--- config.mk ---
export PLATFORM = sky130hd
export DESIGN_NAME = num_class_gen
export DESIGN_NICKNAME = d
export VERILOG_FILES = /design/src/rtl/num_class_pkg.sv /design/src/rtl/num_class_match.sv /design/src/rtl/num_class_gen.sv
export SDC_FILE = /design/constraint.sdc
export NUM_CORES = 1
export LEC_CHECK = 0
export BUFFER_PORTS_ARGS = -buffer_cell sky130_fd_sc_hd__buf_2
export CORE_ASPECT_RATIO = 0.7
export CORE_MARGIN = 2
export CORE_UTILIZATION = 40
export CTS_CLUSTER_DIAMETER = 60
export CTS_CLUSTER_SIZE = 20
export DETAILED_ROUTE_END_ITERATION = 16
export PLACE_DENSITY = 0.56
export SLEW_MARGIN = 20
export SYNTH_ARGS = -nofsm -noshare
export SYNTH_HDL_FRONTEND = slang
export SYNTH_HIERARCHICAL = 1
export SYNTH_SLANG_ARGS = --single-unit
export TNS_END_PERCENT = 10
--- constraint.sdc ---
create_clock -name clk -period 5.2 [get_ports clk]
set_input_delay 1.04 -clock clk [delete_from_list [all_inputs] [get_ports clk]]
set_output_delay 1.04 -clock clk [all_outputs]
set_load 0.02 [all_outputs]
--- src/rtl/num_class_pkg.sv ---
// Shared encodings for the number-class generator: class selects, FSM states, prime lookup mask.
package num_class_pkg;

   localparam logic [1:0] CLS_PRIME = 2'b00;
   localparam logic [1:0] CLS_EVEN  = 2'b01;
   localparam logic [1:0] CLS_MUL3  = 2'b10;
   localparam logic [1:0] CLS_ALL   = 2'b11;

   // Bit v set when v is prime, for v in 0..31.
   localparam logic [31:0] PRIME_MASK = 32'hA08A28AC;

   typedef enum logic [1:0] {
      ST_IDLE = 2'd0,
      ST_SCAN = 2'd1,
      ST_HOLD = 2'd2,
      ST_DONE = 2'd3
   } gen_state_t;

endpackage

--- src/rtl/num_class_match.sv ---
// Combinational class membership test for a 5-bit value under a 2-bit class select.
module num_class_match
   import num_class_pkg::*;
(
   input  logic [4:0] v,
   input  logic [1:0] sel,
   output logic       match
);

   always_comb begin
      match = 1'b0;
      case (sel)
         CLS_PRIME: match = PRIME_MASK[v];
         CLS_EVEN:  match = ~v[0];
         CLS_MUL3:  match = ((v % 5'd3) == 5'd0);
         default:   match = 1'b1;
      endcase
   end

endmodule

--- src/rtl/num_class_gen.sv ---
// Scans 0..MAX_VAL after start and streams each member of the selected class on valid/ready.
// Optional handshake counter output enabled by NUM_CLASS_GEN_COUNT_EN.
module num_class_gen
   import num_class_pkg::*;
#(
   parameter int unsigned MAX_VAL = 31
) (
   input  logic       clk,
   input  logic       rst,
   input  logic       start,
   input  logic [1:0] sel,
   output logic [4:0] out_data,
   output logic       out_valid,
   input  logic       out_ready,
   output logic       busy,
`ifdef NUM_CLASS_GEN_COUNT_EN
   output logic [5:0] count,
`endif
   output logic       done
);

   localparam logic [4:0] MAX_V = 5'(MAX_VAL);

   gen_state_t state_q, state_d;
   logic [4:0] idx_q, idx_d;
   logic [1:0] sel_q, sel_d;
   logic [4:0] data_q, data_d;
   logic       vld_q, vld_d;
   logic       busy_q, busy_d;
   logic       done_q, done_d;
   logic [5:0] cnt_q, cnt_d;
   logic       match;
   logic       hshake;

   num_class_match u_match (
      .v     (idx_q),
      .sel   (sel_q),
      .match (match)
   );

   assign hshake = vld_q & out_ready;

   always_comb begin
      state_d = state_q;
      idx_d   = idx_q;
      sel_d   = sel_q;
      data_d  = data_q;
      vld_d   = vld_q;
      done_d  = 1'b0;
      cnt_d   = cnt_q;
      case (state_q)
         ST_IDLE: begin
            if (start) begin
               sel_d   = sel;
               idx_d   = 5'd0;
               cnt_d   = 6'd0;
               state_d = ST_SCAN;
            end
         end
         ST_SCAN: begin
            if (match) begin
               data_d  = idx_q;
               vld_d   = 1'b1;
               state_d = ST_HOLD;
            end else if (idx_q == MAX_V) begin
               done_d  = 1'b1;
               state_d = ST_DONE;
            end else begin
               idx_d = idx_q + 5'd1;
            end
         end
         ST_HOLD: begin
            if (hshake) begin
               vld_d = 1'b0;
               cnt_d = cnt_q + 6'd1;
               // idx only advances below MAX_V, so it never wraps inside a run.
               if (data_q == MAX_V) begin
                  done_d  = 1'b1;
                  state_d = ST_DONE;
               end else begin
                  idx_d   = idx_q + 5'd1;
                  state_d = ST_SCAN;
               end
            end
         end
         default: state_d = ST_IDLE;
      endcase
      busy_d = (state_d == ST_SCAN) || (state_d == ST_HOLD);
   end

   always_ff @(posedge clk) begin
      if (rst) begin
         state_q <= ST_IDLE;
         idx_q   <= 5'd0;
         sel_q   <= 2'd0;
         data_q  <= 5'd0;
         vld_q   <= 1'b0;
         busy_q  <= 1'b0;
         done_q  <= 1'b0;
         cnt_q   <= 6'd0;
      end else begin
         state_q <= state_d;
         idx_q   <= idx_d;
         sel_q   <= sel_d;
         data_q  <= data_d;
         vld_q   <= vld_d;
         busy_q  <= busy_d;
         done_q  <= done_d;
         cnt_q   <= cnt_d;
      end
   end

   assign out_data  = data_q;
   assign out_valid = vld_q;
   assign busy      = busy_q;
   assign done      = done_q;
`ifdef NUM_CLASS_GEN_COUNT_EN
   assign count     = cnt_q;
`else
   logic unused_cnt;
   assign unused_cnt = ^cnt_q;
`endif

endmodule
; ---- Word level (Yosys, flattened, before mapping)
; Memory sizes are Yosys's and may differ from the RTL's. A register that Yosys moved wholly into a read port is not among the register bits.
; Cells that the tools add are included.
[totals]
romBits = 32
input_bits = 6
register_bits = 17
elab_cells = 61
out_inout_bits = 8
memories = 1
[memory_table]
columns = memory, words, width, rd, rd_clocked_by_memory_dff, wr, line_no
row1 = (no name shown), 32, 1, 1, 1, 0, num_class_match.sv:13  ; CLS_PRIME: match = PRIME_MASK[v];
[classes]
muxes = 24
reduce_logical = 10
n_bitwise = 2
div_mod_pow = 1
add_sub_neg = 1
eq_ne = 14
magnitude_cmp = 1
[op_table]
columns = op, count
row1 = $mux 5, 7
row2 = $pmux 5 s3, 1
row3 = $ne 2x2->1 const B, 6
row4 = $eq 5x5->1 const B, 2
row5 = $mux 2, 5
row6 = $mux 1, 7
row7 = $eq 2x1->1 const B, 3
row8 = $eq 2x2->1 const B, 3
row9 = $lt 5x6->1 const B, 1
row10 = $pmux 2 s3, 1
row11 = $reduce_and 6->1, 1
row12 = $add 5x1->5 const B, 1
row13 = $logic_not 5->1, 1
row14 = $mod 5x2->5 const B, 1
row15 = $logic_not 2->1, 2
row16 = $pmux 1 s2, 2
row17 = $reduce_and 2->1, 2
row18 = $pmux 1 s3, 1
row19 = $reduce_and 3->1, 1
row20 = $reduce_bool 3->1, 1
row21 = $reduce_bool 2->1, 1
row22 = $and 1x1->1, 1
row23 = $logic_or 1x1->1, 1
row24 = $not 1->1, 1

; ---- Longest topological paths before layout
[depth]
depth_word = 7
mapped_depth = 20
ltp_nobuf = 16

; ---- Modules after synthesis
; Netlist, hierarchy kept.
[modules_own_cells]
columns = module, area_each_um2, cells_per_inst, seq_area_each_um2, instances
row1 = num_class_gen, 860.8, 103, 340.3, 1
row2 = num_class_match, 489.2, 78, 0.0, 1

; ---- Worst setup path before layout
; OpenSTA, ideal clock, no wires.
[synth_path]
kind = register to register
from = register idx_q[3]
to = register idx_q[2]
required_ps = 5130
setup_time_ps = 70
slack_ps = 1236
arrival_time_ps = 3893
path_buffers = 4
stages_incl_launch_ff = 21
synth_period_minus_slack_ps = 3964
path_cell_list = dfxtp_1 -> buf_6 -> buf_2 -> clkbuf_1 -> ha_1 -> inv_1 -> a31oi_1 -> nand2_1 -> o31a_1 -> ha_1 -> o211ai_1 -> o221ai_1 -> a21oi_1 -> nor2_1 -> a311oi_1 -> a31oi_1 -> buf_6 -> o21a_1 -> a211o_1 -> or4_1 -> a21oi_1
[synth_between]
elab_chain_cells = 5
elab_cells_between_ends = 7
cone_classes = div: 1 / eq/ne: 3 / mux: 1 / reduce/logical: 2
[synth_lines]
columns = item, line_no
row1 = "start, declared", num_class_gen.sv:25  ; logic [4:0] idx_q, idx_d;
row2 = "start signal, assigned", num_class_gen.sv:103  ; idx_q <= idx_d;
row3 = $mod 5x2->5, num_class_match.sv:15  ; CLS_MUL3: match = ((v % 5'd3) == 5'd0);
row4 = $logic_not 5->1, num_class_match.sv:15
row5 = $pmux 1 s3, num_class_match.sv:12  ; case (sel)
row6 = named net match, num_class_gen.sv:32  ; logic match;
row7 = $ne 2x2->1 (no line), -
row8 = $reduce_and 6->1 (no line), -
; The timed path passes the listed nets, and every way through them passes these cells.
; A chain may end at the register's enable or synchronous reset.

; ---- Worst setup path in the final report
[layout_path]
from = register idx_q[4]
to = register idx_q[2]
; The elaborated chain is that of the path after synthesis.

==> results.ini <==
[run_status]
status = complete, no violations

[final_layout]
final_cell_area_um2 = 1460
diodes = 0
final_util_pct = 45.6
nets = 205
syn_to_final_growth_pct = 7.88
drive_above_1_share_pct = 11.6

[timing]
max_clock_freq_ghz = 0.228
drv_slew = 0
setup_tns_ps = 0
min_period_ps = 4390
finClkSkew_ps = 5.14
period_share_pct = 84.4
slew_headroom_pct = 53.3
setup_viol = 0
finalHoldViolCount = 0
fin_ws_ps = 813
rsz0062_at_grt = no
whs_ps = 469
tightest_slew_ps = 698

[synthesis]
synth_top_area_cell = dfxtp_1
synth_top_cell_area_share_pct = 25.2
syn_area_um2 = 1350
ys_types = 46
yosys.area_share.adder_pct = 8.34
synthXorXnorAreaFrac_pct = 0.649
synth.most_common_cell = a21oi_1
synthCells = 181
synthTopCellsByCount = a21oi_1 (22), dfxtp_1 (17), nand2_1 (17), nand3_1 (11), nor2_1 (11)
synth.avg_cell_area_um2 = 7.46
syn_nets = 196
synth_edf_count = 0
synth-compound-area-share_pct = 29.3
seq_area_frac_synth_pct = 25.2
synth_top_family_by_area = simple AND/OR/NAND/NOR gates
synthMuxAreaShare_pct = 0
ys_seq_elements = 17
synth_simple_gate_area_share_pct = 29.8
async_flop_share_pct = 0
yosys_warnings = 6
synth_area_leaders = dfxtp_1 (25%), ha_1 (8.3%), a21oi_1 (8.2%)
synth_ff_type = dfxtp_1

[place]
portBuffers = 13
placed_area_um2 = 1410
dpl.hpwl_um = 2360
dp_worst_setup_slack_ps = 858
place.gp.congestion = 0.912

[global_routing]
grt_pass1_wl_um = 5230
grt_pass1_vias = 1061
grt_start_max_net_pins = 22
overflow = 0
grt_usage_pct = 17.7
antenna_found_initial = 0

[power_and_ir_drop]
power.switching_uw = 90.2
pwr-share-clk_pct = 32.9
p_comb_share_pct = 19.4
p_seq_share_pct = 47.7
switching_share_pct = 30.0
intPower_uw = 211
p_leak_nw = 0.554
power.density_nw_per_um2 = 207
peakVddDrop_uv = 209

[worst_setup_path]
path_max_fanout = 14
path_class = register to register
required_ps = 5390
start_kind = register
end_kind = register
arrival_ps = 4580
r2r-start = idx_q[4]
r2r_cells = 15
regToRegEndpoint = idx_q[2]
rrSetupSlack_ps = 810

[clocking]
cts_tree = yes
cts_buffer_depth = 2
hold_buffers = 0
cts_setup_buffers = 0
ctsResizeCount = 0
htree_levels = 1
cts_inserted_buffers = 3
clkLatencyLatePin_ps = 260
cts_sinks = 17
path_clk_slew_ps = 70
clock-root-buffer = clkbuf_8

[floorplanning]
fp.dieW_um = 73.4
rows = 17
die-area_um2 = 3860
fp.dieH_um = 52.6
initial_core_util_pct = 42.3
io_pins = 14
core_um2 = 3190

[hold_path]
hold_depth = 2
worst_hold_path_type = register to register
min_to = out_data[4]
hp-start = out_data[4]

[routing]
drc = 0
wirelength_um = 3190
viasPerCell = 5.83
firstDrtPassIters = 4
wl_per_cell_um = 14.1
ant_nets = 0
drtIter0Drc = 118
vias = 1323

[job]
maxCapViolCount = 0

power groups by stage:
stage                     combinational [mW]  clock (mW)  sequential (mW)
final                                 0.0583      0.0991            0.144
after global routing                  0.0654       0.110            0.145
after CTS                             0.0582       0.105            0.144
after detailed placement              0.0580           0            0.147
after global placement                0.0566           0            0.147
after floorplan                       0.0439           0            0.147
state kept, by name (all words and copies together) (netlist names):
signal,flops
sel_q,2
state_q,2
done,1
out_valid,1
idx_q,5
busy,1
out_data,5
layout by cell type (no fill, tap or decap), drive strengths merged, types with 8 or more instances in the layout:
master,count
a21oi,22
nand2,17
dfxtp,17
buf,14
nor2,11
nand3,11
o21ai,10
ha,9
inv,8
cell type report:
type,instances,area [um^2]
Clock buffer,3,41.3
Clock inverter,1,5.00
Fill cell,318,1730
Inverter,8,30.0
Multi-Input combinational cell,146,920
Sequential cell,17,340
Tap cell,38,47.5
Timing Repair Buffer,14,72.6
metrics by stage:
step | std cells | total power, mW
CTS | 227 | 0.307
global placement | 223 | 0.203
floorplan | 181 | 0.191
detailed placement | 223 | 0.205
finish | 227 | 0.301
global route | 227 | 0.321
how the worst max path moves through the flow:
| stage | slack, ps | from | to |
|---|---|---|---|
| after detailed placement | 860 | idx_q[4] | idx_q[2] |
| after global routing | 420 | idx_q[4] | idx_q[2] |
| after global placement | 960 | idx_q[4] | idx_q[2] |
| after floorplan | 1240 | idx_q[3] | idx_q[2] |
| after CTS | 830 | idx_q[4] | idx_q[2] |
| final | 810 | idx_q[4] | idx_q[2] |
per-layer routing:
metal  global-route usage (%)  vias to the layer above  wire length, um
met4                     2.73                        0               19
li1                         -                      686                -
met1                     27.0                      605             1710
met3                     4.04                        3              130
met2                     25.4                       29             1330
met5                        0                        -                0
worst max-delay path, cell delays in order (launching register included):
cell and delay, ps:
dfxtp_1 560, ha_1 470, nand2b_1 230, a21oi_1 60
o31a_1 280, ha_1 330, o211ai_1 180, o221ai_1 130
a21oi_1 160, nor2_1 80, a311oi_1 250, a31oi_1 290
o21a_1 300, a211o_1 350, or4_1 520, a21oi_1 150
cell families (layout without fill, tap and decap cells):
family,Yosys count,after routing
flip-flops,17,17
AND/OR/NAND/NOR,76,76
adder cells (fa/ha/maj),9,9
AO/OA/AOI/OAI,60,60
buffers and inverters,18,26
XOR/XNOR,1,1
(Power assumes the default switching activity.)
